File: src/rtl/reg_mem_pkg.sv
// Shared types and helpers for the register-memory burst reader.
//   reg_mem_rd_state_t : burst FSM states
//   SKID_DEPTH         : output buffer depth; the credit limit equals this
//   nextAddr()         : address increment with wrap at an arbitrary height
package reg_mem_pkg;

  typedef enum logic [1:0] {
    IDLE  = 2'd0,
    RUN   = 2'd1,
    DRAIN = 2'd2
  } reg_mem_rd_state_t;

  localparam int unsigned SKID_DEPTH = 2;

  // Height need not be a power of two, so wrap explicitly at height-1.
  function automatic int unsigned nextAddr(input int unsigned addr,
                                           input int unsigned height);
    return (addr == height - 1) ? 32'd0 : addr + 32'd1;
  endfunction

endpackage

File: src/rtl/reg_mem_skid_fifo.sv
// Two-entry FIFO of {last, data} words sitting between the memory read port
// and the output stream.
//   clk_i, rst_ni          : clock, async active-low reset
//   push_i/push_last_i/
//   push_data_i            : write one tagged word
//   pop_i                  : remove head word (only when head_valid_o)
//   count_o                : occupancy 0..2
//   head_valid_o/head_last_o/
//   head_data_o            : registered head of queue
module reg_mem_skid_fifo
  import reg_mem_pkg::*;
#(
  parameter int WIDTH = 16
) (
  input  logic             clk_i,
  input  logic             rst_ni,
  input  logic             push_i,
  input  logic             push_last_i,
  input  logic [WIDTH-1:0] push_data_i,
  input  logic             pop_i,
  output logic [1:0]       count_o,
  output logic             head_valid_o,
  output logic             head_last_o,
  output logic [WIDTH-1:0] head_data_o
);

  logic [SKID_DEPTH-1:0][WIDTH:0] mem_q;
  logic                           wr_ptr_q;
  logic                           rd_ptr_q;
  logic [1:0]                     count_q;

  // Push into a full FIFO is only legal together with a pop: in that case
  // wr_ptr == rd_ptr and the slot being overwritten is the one leaving.
  always_ff @(posedge clk_i or negedge rst_ni) begin
    if (!rst_ni) begin
      mem_q    <= '0;
      wr_ptr_q <= 1'b0;
      rd_ptr_q <= 1'b0;
      count_q  <= 2'd0;
    end else begin
      if (push_i) begin
        mem_q[wr_ptr_q] <= {push_last_i, push_data_i};
        wr_ptr_q        <= ~wr_ptr_q;
      end
      if (pop_i) rd_ptr_q <= ~rd_ptr_q;
      count_q <= count_q + {1'b0, push_i} - {1'b0, pop_i};
    end
  end

  assign count_o      = count_q;
  assign head_valid_o = (count_q != 2'd0);
  assign head_last_o  = mem_q[rd_ptr_q][WIDTH];
  assign head_data_o  = mem_q[rd_ptr_q][WIDTH-1:0];

endmodule

File: src/rtl/reg_mem_burst_reader.sv
// Burst read master for a register memory with a 1-cycle registered read.
// Accepts {addr, len} commands, issues one read per cycle while credit
// allows, and streams the returned words on a valid/ready port with a last
// flag.
//   clk_i, rst_ni                   : clock, async active-low reset
//   cmdValid_i/cmdReady_o/
//   cmdAddr_i/cmdLen_i              : burst command
//   memReadEnable_o/memReadAddr_o/
//   memReadData_i                   : memory read port (data one cycle later)
//   outValid_o/outReady_i/
//   outData_o/outLast_o             : output stream
//   busy_o                          : high whenever a burst is in progress
module reg_mem_burst_reader
  import reg_mem_pkg::*;
#(
  parameter int WIDTH  = 16,
  parameter int HEIGHT = 16
) (
  input  logic                      clk_i,
  input  logic                      rst_ni,
  input  logic                      cmdValid_i,
  output logic                      cmdReady_o,
  input  logic [$clog2(HEIGHT)-1:0] cmdAddr_i,
  input  logic [$clog2(HEIGHT+1)-1:0] cmdLen_i,
  output logic                      memReadEnable_o,
  output logic [$clog2(HEIGHT)-1:0] memReadAddr_o,
  input  logic [WIDTH-1:0]          memReadData_i,
  output logic                      outValid_o,
  input  logic                      outReady_i,
  output logic [WIDTH-1:0]          outData_o,
  output logic                      outLast_o,
  output logic                      busy_o
);

  localparam int LEN_W  = $clog2(HEIGHT + 1);
  localparam int ADDR_W = $clog2(HEIGHT);

  reg_mem_rd_state_t state_q, state_d;
  logic [ADDR_W-1:0] addr_q;
  logic [LEN_W-1:0]  rem_q;
  logic              in_flight_q;
  logic              in_flight_last_q;

  logic [1:0] buf_count;
  logic       head_valid;
  logic       head_last;
  logic       pop;
  logic       issue;
  logic       final_issue;
  logic       start;
  logic [2:0] occupancy;

  assign pop = outValid_o & outReady_i;

  // Words owed to the buffer: the read in flight plus what is stored, less
  // the word leaving this cycle. Staying below the depth guarantees the
  // in-flight word always has a slot when it lands.
  assign occupancy   = {2'b0, in_flight_q} + {1'b0, buf_count} - {2'b0, pop};
  assign issue       = (state_q == RUN) && (occupancy < 3'(SKID_DEPTH));
  assign final_issue = issue && (rem_q == LEN_W'(1));
  assign start       = (state_q == IDLE) && cmdValid_i && (cmdLen_i != '0);

  always_ff @(posedge clk_i or negedge rst_ni) begin
    if (!rst_ni) state_q <= IDLE;
    else         state_q <= state_d;
  end

  always_comb begin
    state_d    = state_q;
    cmdReady_o = 1'b0;
    case (state_q)
      IDLE: begin
        cmdReady_o = 1'b1;
        // Zero-length commands are accepted and dropped.
        if (start) state_d = RUN;
      end
      RUN: begin
        if (final_issue) state_d = DRAIN;
      end
      DRAIN: begin
        if (pop && outLast_o) state_d = IDLE;
      end
      default: state_d = IDLE;
    endcase
  end

  always_ff @(posedge clk_i or negedge rst_ni) begin
    if (!rst_ni) begin
      addr_q           <= '0;
      rem_q            <= '0;
      in_flight_q      <= 1'b0;
      in_flight_last_q <= 1'b0;
    end else begin
      if (start) begin
        addr_q <= cmdAddr_i;
        rem_q  <= cmdLen_i;
      end else if (issue) begin
        addr_q <= ADDR_W'(nextAddr(32'(addr_q), 32'(HEIGHT)));
        rem_q  <= rem_q - LEN_W'(1);
      end
      in_flight_q      <= issue;
      in_flight_last_q <= final_issue;
    end
  end

  assign memReadEnable_o = issue;
  assign memReadAddr_o   = addr_q;

  reg_mem_skid_fifo #(.WIDTH(WIDTH)) u_skid (
    .clk_i        (clk_i),
    .rst_ni       (rst_ni),
    .push_i       (in_flight_q),
    .push_last_i  (in_flight_last_q),
    .push_data_i  (memReadData_i),
    .pop_i        (pop),
    .count_o      (buf_count),
    .head_valid_o (head_valid),
    .head_last_o  (head_last),
    .head_data_o  (outData_o)
  );

  assign outValid_o = head_valid;
  assign outLast_o  = head_valid & head_last;
  assign busy_o     = (state_q != IDLE);

endmodule

File: config.mk
export PLATFORM = sky130hd
export DESIGN_NAME = reg_mem_burst_reader
export DESIGN_NICKNAME = d
export VERILOG_FILES = /design/src/rtl/reg_mem_pkg.sv /design/src/rtl/reg_mem_skid_fifo.sv /design/src/rtl/reg_mem_burst_reader.sv
export SDC_FILE = /design/constraint.sdc
export NUM_CORES = 1
export LEC_CHECK = 0
export ABC_CLOCK_PERIOD_IN_PS = 3450
export BUFFER_PORTS_ARGS = -buffer_cell sky130_fd_sc_hd__buf_2
export CAP_MARGIN = 20
export CORE_ASPECT_RATIO = 0.5
export CORE_UTILIZATION = 45
export CTS_BUF_LIST = sky130_fd_sc_hd__clkbuf_4
export DETAILED_ROUTE_END_ITERATION = 10
export PLACE_DENSITY = 0.68
export SYNTH_ARGS = -nofsm -noshare
export SYNTH_HDL_FRONTEND = slang
export SYNTH_HIERARCHICAL = 1
export SYNTH_SLANG_ARGS = --single-unit
File: constraint.sdc
create_clock -name clk_i -period 3.45 [get_ports clk_i]
set_clock_uncertainty 0.1 [all_clocks]
set_input_delay 0 -clock clk_i [delete_from_list [all_inputs] [get_ports clk_i]]
set_output_delay 0 -clock clk_i [all_outputs]
set_load 0.03 [all_outputs]
==> After elaboration in Yosys (flattened, before gate mapping) <==
Cells that the tools add are included.
{ "totals": {"ramBits": 0, "latch_bits": 0, "rom_bits": 0, "inputBits": 29, "output_inout_bits": 25, "mem_count": 0, "register_bits": 51} }
{ "op_classes": {"n_lt_le_gt_ge": 4, "shifts": 0, "mux": 15, "bitwise": 4, "n_addsub": 6, "div_mod_pow": 0, "mul": 0, "reduce_logical": 12, "eq_ne": 7} }
{ "ops": {"columns": ["operator", "n"], "rows": [
  ["$mux 17", 3],
  ["$bwmux 34", 1],
  ["$demux 17 s1", 1],
  ["$mux 4", 3],
  ["$mux 5", 2],
  ["$logic_and 1x1->1", 6],
  ["$mux 2", 3],
  ["$ne 2x2->1 const B", 3],
  ["$pmux 2 s3", 1],
  ["$reduce_bool 2->1", 3],
  ["$eq 5x1->1 const B", 1],
  ["$reduce_bool 5->1", 1],
  ["$sub 5x1->5 const B", 1],
  ["$add 4x1->4 const B", 1],
  ["$eq 4x4->1 const B", 1],
  ["$lt 1x2->1 const B", 2],
  ["$add 1x2->3", 1],
  ["$lt 3x2->1 const B", 1],
  ["$reduce_and 3->1", 1],
  ["$sub 3x1->3", 1],
  ["$add 2x1->2", 1],
  ["$and 1x1->1", 2],
  ["$eq 2x1->1 const B", 1],
  ["$eq 2x2->1 const B", 1],
  ["5 further kinds", 6]
]} }

==> Logic depth before layout (Yosys ltp) <==
{ "logic_depth": {"word_depth": 8, "depth_mapped": 10, "ltp_nobuf": 10} }

==> Cells and area by module <==
The synthesis kept the hierarchy.
{ "modules_own_cells": {"columns": ["module", "area_per_inst_um2", "cells_each", "n_inst", "seq_area_each_um2"], "rows": [
  ["reg_mem_skid_fifo", 1701.6, 105, 1, 950.9],
  ["reg_mem_burst_reader", 773.2, 72, 1, 325.3]
]} }

==> Worst setup path before layout <==
Ideal clock, no wire load.
{ "synth_timing": {"path_type": "reg-to-reg", "start": "register u_skid.count_q[1], in the netlist u_skid/count_o[1]", "end": "register rem_q[1]", "period_less_slack_ns": 3.015, "path_buffers": 0, "path_slack_ns": 0.435, "path_stages_with_launch": 11, "arrival_ns": 2.788, "setup_time_ns": 0.126, "path_cell_list": "dfrtp_1 -> or2_2 -> and2_1 -> ha_1 -> nand2b_1 -> fa_1 -> xnor2_1 -> nand3_1 -> inv_1 -> nor2_4 -> a221o_2"} }
{ "synth_via": {"elab_chain_cells": 6} }
{ "synth_lines": {"columns": ["item", "line", "source"], "rows": [
  ["start, declared", "reg_mem_skid_fifo.sv:30", "logic [1:0] count_q;"],
  ["start signal, assigned", "reg_mem_skid_fifo.sv:46", "count_q <= count_q + {1'b0, push_i} - {1'b0, pop_i};"],
  ["$reduce_bool 2->1", "reg_mem_skid_fifo.sv:51", "assign head_valid_o = (count_q != 2'd0);"],
  ["net outValid_o", "reg_mem_burst_reader.sv:28", "output logic outValid_o,"],
  ["$and 1x1->1", "reg_mem_burst_reader.sv:53", "assign pop = outValid_o & outReady_i;"],
  ["net pop", "reg_mem_burst_reader.sv:47", "logic pop;"],
  ["$sub 3x1->3", "reg_mem_burst_reader.sv:58", "assign occupancy = {2'b0, in_flight_q} + {1'b0, buf_count} - {2'b0, pop};"],
  ["$lt 3x2->1", "reg_mem_burst_reader.sv:59", "assign issue = (state_q == RUN) && (occupancy < 3'(SKID_DEPTH));"],
  ["$logic_and 1x1->1", "reg_mem_burst_reader.sv:59", null],
  ["net memReadEnable_o", "reg_mem_burst_reader.sv:25", "output logic memReadEnable_o,"],
  ["$reduce_bool 2->1 (no line)", null, null],
  ["end signal, assigned", "reg_mem_burst_reader.sv:96", "rem_q <= cmdLen_i;"],
  ["end signal, assigned", "reg_mem_burst_reader.sv:99", "rem_q <= rem_q - LEN_W'(1);"],
  ["end, declared", "reg_mem_burst_reader.sv:40", "logic [LEN_W-1:0] rem_q;"]
]} }
The timed path passes the listed nets, and every way through them passes these cells.
A chain may end at the register's enable or synchronous reset.

==> Worst setup path in the final report <==
{ "layout_timing": {"start": "register u_skid.count_q[1], in the netlist u_skid/count_o[1]", "end": "register rem_q[3]"} }
{ "layout_via": {"elab_chain_cells": 6} }
{ "layout_lines": {"columns": ["item", "line"], "rows": [
  ["$reduce_bool 2->1", "reg_mem_skid_fifo.sv:51"],
  ["$and 1x1->1", "reg_mem_burst_reader.sv:53"],
  ["net pop", "reg_mem_burst_reader.sv:47"],
  ["$sub 3x1->3", "reg_mem_burst_reader.sv:58"],
  ["$lt 3x2->1", "reg_mem_burst_reader.sv:59"],
  ["$logic_and 1x1->1", "reg_mem_burst_reader.sv:59"],
  ["$reduce_bool 2->1 (no line)", null]
]} }
The timed path passes the listed nets, and every way through them passes these cells.

==> results.txt <==
Yosys top cell by area - dfrtp_1
R2R cell count - 11
Tcrit/Tclk final - 94.9%
Core Area - 5110 µm²
DR WL/cell - 14.5 µm
detailed-route wire length - 4870 µm
Final Core Density - 62.6%
R2R Path End - rem_q[3]
Synth Area in Simple Gates - 6.72%
Worst slew margin - 45.3%
Internal - 0.00190 W
Peak Freq - 0.305 GHz
Distinct cells, synth - 38
compound-cell area share of the yosys netlist - 6.72%
Final Power - 0.00325 W
Slew @ Worst Pin - 820 ps
total negative setup slack - 0 ps
most frequent cell after synthesis - dfrtp_1
initial antenna violation count - 0
CTS buffer count - 5
largest net degree at the start of global routing - 29
worst setup margin - 175 ps
Nets - 302
H-tree Lvls - 2
XOR/XNOR Fraction of Synth Area - 2.48%
Top FF cell, synth - dfrtp_1
Synth Warn # - 6
Clk pwr share - 10.5%
EDFF count, synth - 0
Startpoint Class - register
DRT iter0 DRCs - 38
FILL cells - 410
Worst setup EP type - register
syn nets - 213
Post-Layout Inst Area - 3200 µm²
worst-skew pair later-pin latency - 360 ps
Pwr Density - 1020 nW/µm²
# IOs - 54
Die Y - 54.4 µm
Synth Area in Adders - 3.84%
Switch Pwr - 0.00136 W
Placed Area - 2790 µm²
P&R area growth vs syn - 29.3%
status - completed
worst r2r src - u_skid/count_o[1]
global-route wire length before repair - 7770 µm
Seq/Total Area, Yosys - 51.6%
switch share - 41.7%
static leakage power - 1.48 nW
Crit Path Class - register to register
Cells after Synth - 177
Initial Utilization - 48.4%
diode count - 0
Die X - 107 µm
Clock Path Buffers - 2
CTS Root Cell - clkbuf_4
Final ANT Viol Nets - 0
Synth top cells by count - dfrtp_1 (51), mux2_2 (41), mux2_4 (10), inv_1 (9), ha_1 (6)
Remaining DRCs - 0
Peak VDD IR - 0.000497 V
die area - 5820 µm²
port bufs - 53
Seq cells post-synth - 51
share of cells above drive strength 1 - 48.9%
Global Route Usage Sum - 18.2%
hold crit path type - primary input to asynchronous set/reset pin
final setup fails - 0
routed via count - 1698
pre-CTS setup slack - 513 ps
post-synthesis mux area share - 24.7%
power share of the combinational group - 54.2%
CTS tree - yes
largest family of logic cells by synthesized area - multiplexers
final hold violation count - 0
gpl congestion - 0.812
Max Fanout on Critical Path - 9
global route overflow - 0
Async S/R FF share, synth - 100%
R2R Setup Slk - 180 ps
sequential share of power - 35.3%
main area contributors after synthesis - dfrtp_1 (52%), mux2_2 (19%), mux2_4 (6.1%)
syn avg cell area - 14.0 µm²
fin. max-slew vios - 0
required time worst endpoint - 3610 ps
post-DP HPWL - 3240 µm
via-per-instance ratio - 5.05
Tmin final - 3270 ps
CTS sink cnt - 51
vias in the first global route - 1681
max-capacitance violation count - 0
synthesized area - 2470 µm²
row count - 18
area share of the largest cell type after synthesis - 51.6%
first-pass detailed-route iteration total - 4
critical path data arrival time - 3440 ps
Clock transition at path regs - 140 ps
## metal layers
metal / GRT usage (%) / vias to the layer above / wire length [µm]
li1: - / 814 / -
met4: 7.08 / 0 / 48
met5: 0 / - / 0
met3: 3.93 / 5 / 149
met1: 22.5 / 847 / 2290
met2: 32.5 / 32 / 2390
## placed cells by master, fill, tap and decap left out, types with 2 or more instances in the layout
cell           Yosys  routed
a21oi_1            4       4
a221o_1            5       5
a22oi_1            2       2
and2_1             2       2
buf_2              2      53
buf_4              0       5
clkbuf_4           0       6
dfrtp_1           51      50
dlygate4sd3_1      0      29
ha_1               6       6
inv_1              9       9
mux2_2            41      41
mux2_4            10      10
nand2_1            3       3
nand2b_1           2       2
nand3_1            2       2
nor2_1             3       3
o21ai_0            3       3
or2_2              2       2
xnor2_1            5       5
xor2_1             2       2
## logic make-up after synthesis
logic type | Yosys count
and+or+nand+nor | 25
AOI/OAI and AO/OA | 21
DFF | 51
buffers and inverters | 15
xor gates and xnor gates | 7
muxes | 51
adders and majority gates | 7
## power by group through the flow
stage | clock network (W) | registers [W] | logic (W)
detailed placement | 0 | 0.00114 | 0.00167
floorplan | 0 | 0.00109 | 0.00134
global route | 0.000377 | 0.00119 | 0.00190
finish | 0.000342 | 0.00115 | 0.00176
CTS | 0.000349 | 0.00113 | 0.00172
global placement | 0 | 0.00112 | 0.00164
## critical path, stage by stage, from the launching register on
cell and delay, ps:
dfrtp_2 460, or2_2 300, and2_1 190, ha_1 280
nand2b_1 150, fa_1 380, xnor2_1 160, nand3_1 150
buf_6 180, o41ai_4 190, o21ai_0 100, dlygate4sd3_1 550
## stage by stage
step | hold slack (ps) | instances
after floorplan | -396 | 177
after global placement | -91.6 | 297
after detailed placement | -74.7 | 297
after CTS | 53.6 | 333
after global routing | 82.7 | 336
final | 34.6 | 336
## timing repair
| item | CTS | global route |
|---|---|---|
| hold buffers | 29 | 0 |
| endpoints found under the setup margin | 0 | 1 |
| hold endpoints to repair | 66 | 0 |
| setup buffers | 0 | 3 |
| resized for setup | 0 | 4 |
## sequential cells by signal, indices dropped and copies added, names as in the netlist
name / flops
u_skid/wr_ptr_q: 1
u_skid/rd_ptr_q: 1
in_flight_last_q: 1
rem_q: 5
state_q: 2
u_skid/count_o: 2
u_skid/mem_q: 34
in_flight_q: 1
memReadAddr_o: 4
## how the worst max path moves through the flow
stage,slack [ps],depth (start not counted),endpoint,startpoint
final,180,11,rem_q[3],u_skid/count_o[1]
after global routing,-8,11,rem_q[3],u_skid/count_o[1]
after CTS,50,11,rem_q[3],u_skid/count_o[1]
after detailed placement,510,10,rem_q[1],u_skid/count_o[1]
after global placement,620,10,rem_q[1],u_skid/count_o[1]
after floorplan,440,10,rem_q[1],u_skid/count_o[1]
## final cells by class
cell class	instances	area (µm²)	share of cell area, %
repair buffers	88	604	18.9
clock inverters	1	30.0	0.938
flip-flops and latches	51	1280	39.9
well taps	70	87.6	2.74
multi-input cells	111	1120	35.1
inverters	9	33.8	1.06
clock buffers	6	45.0	1.41
(Power assumes the default switching activity.)
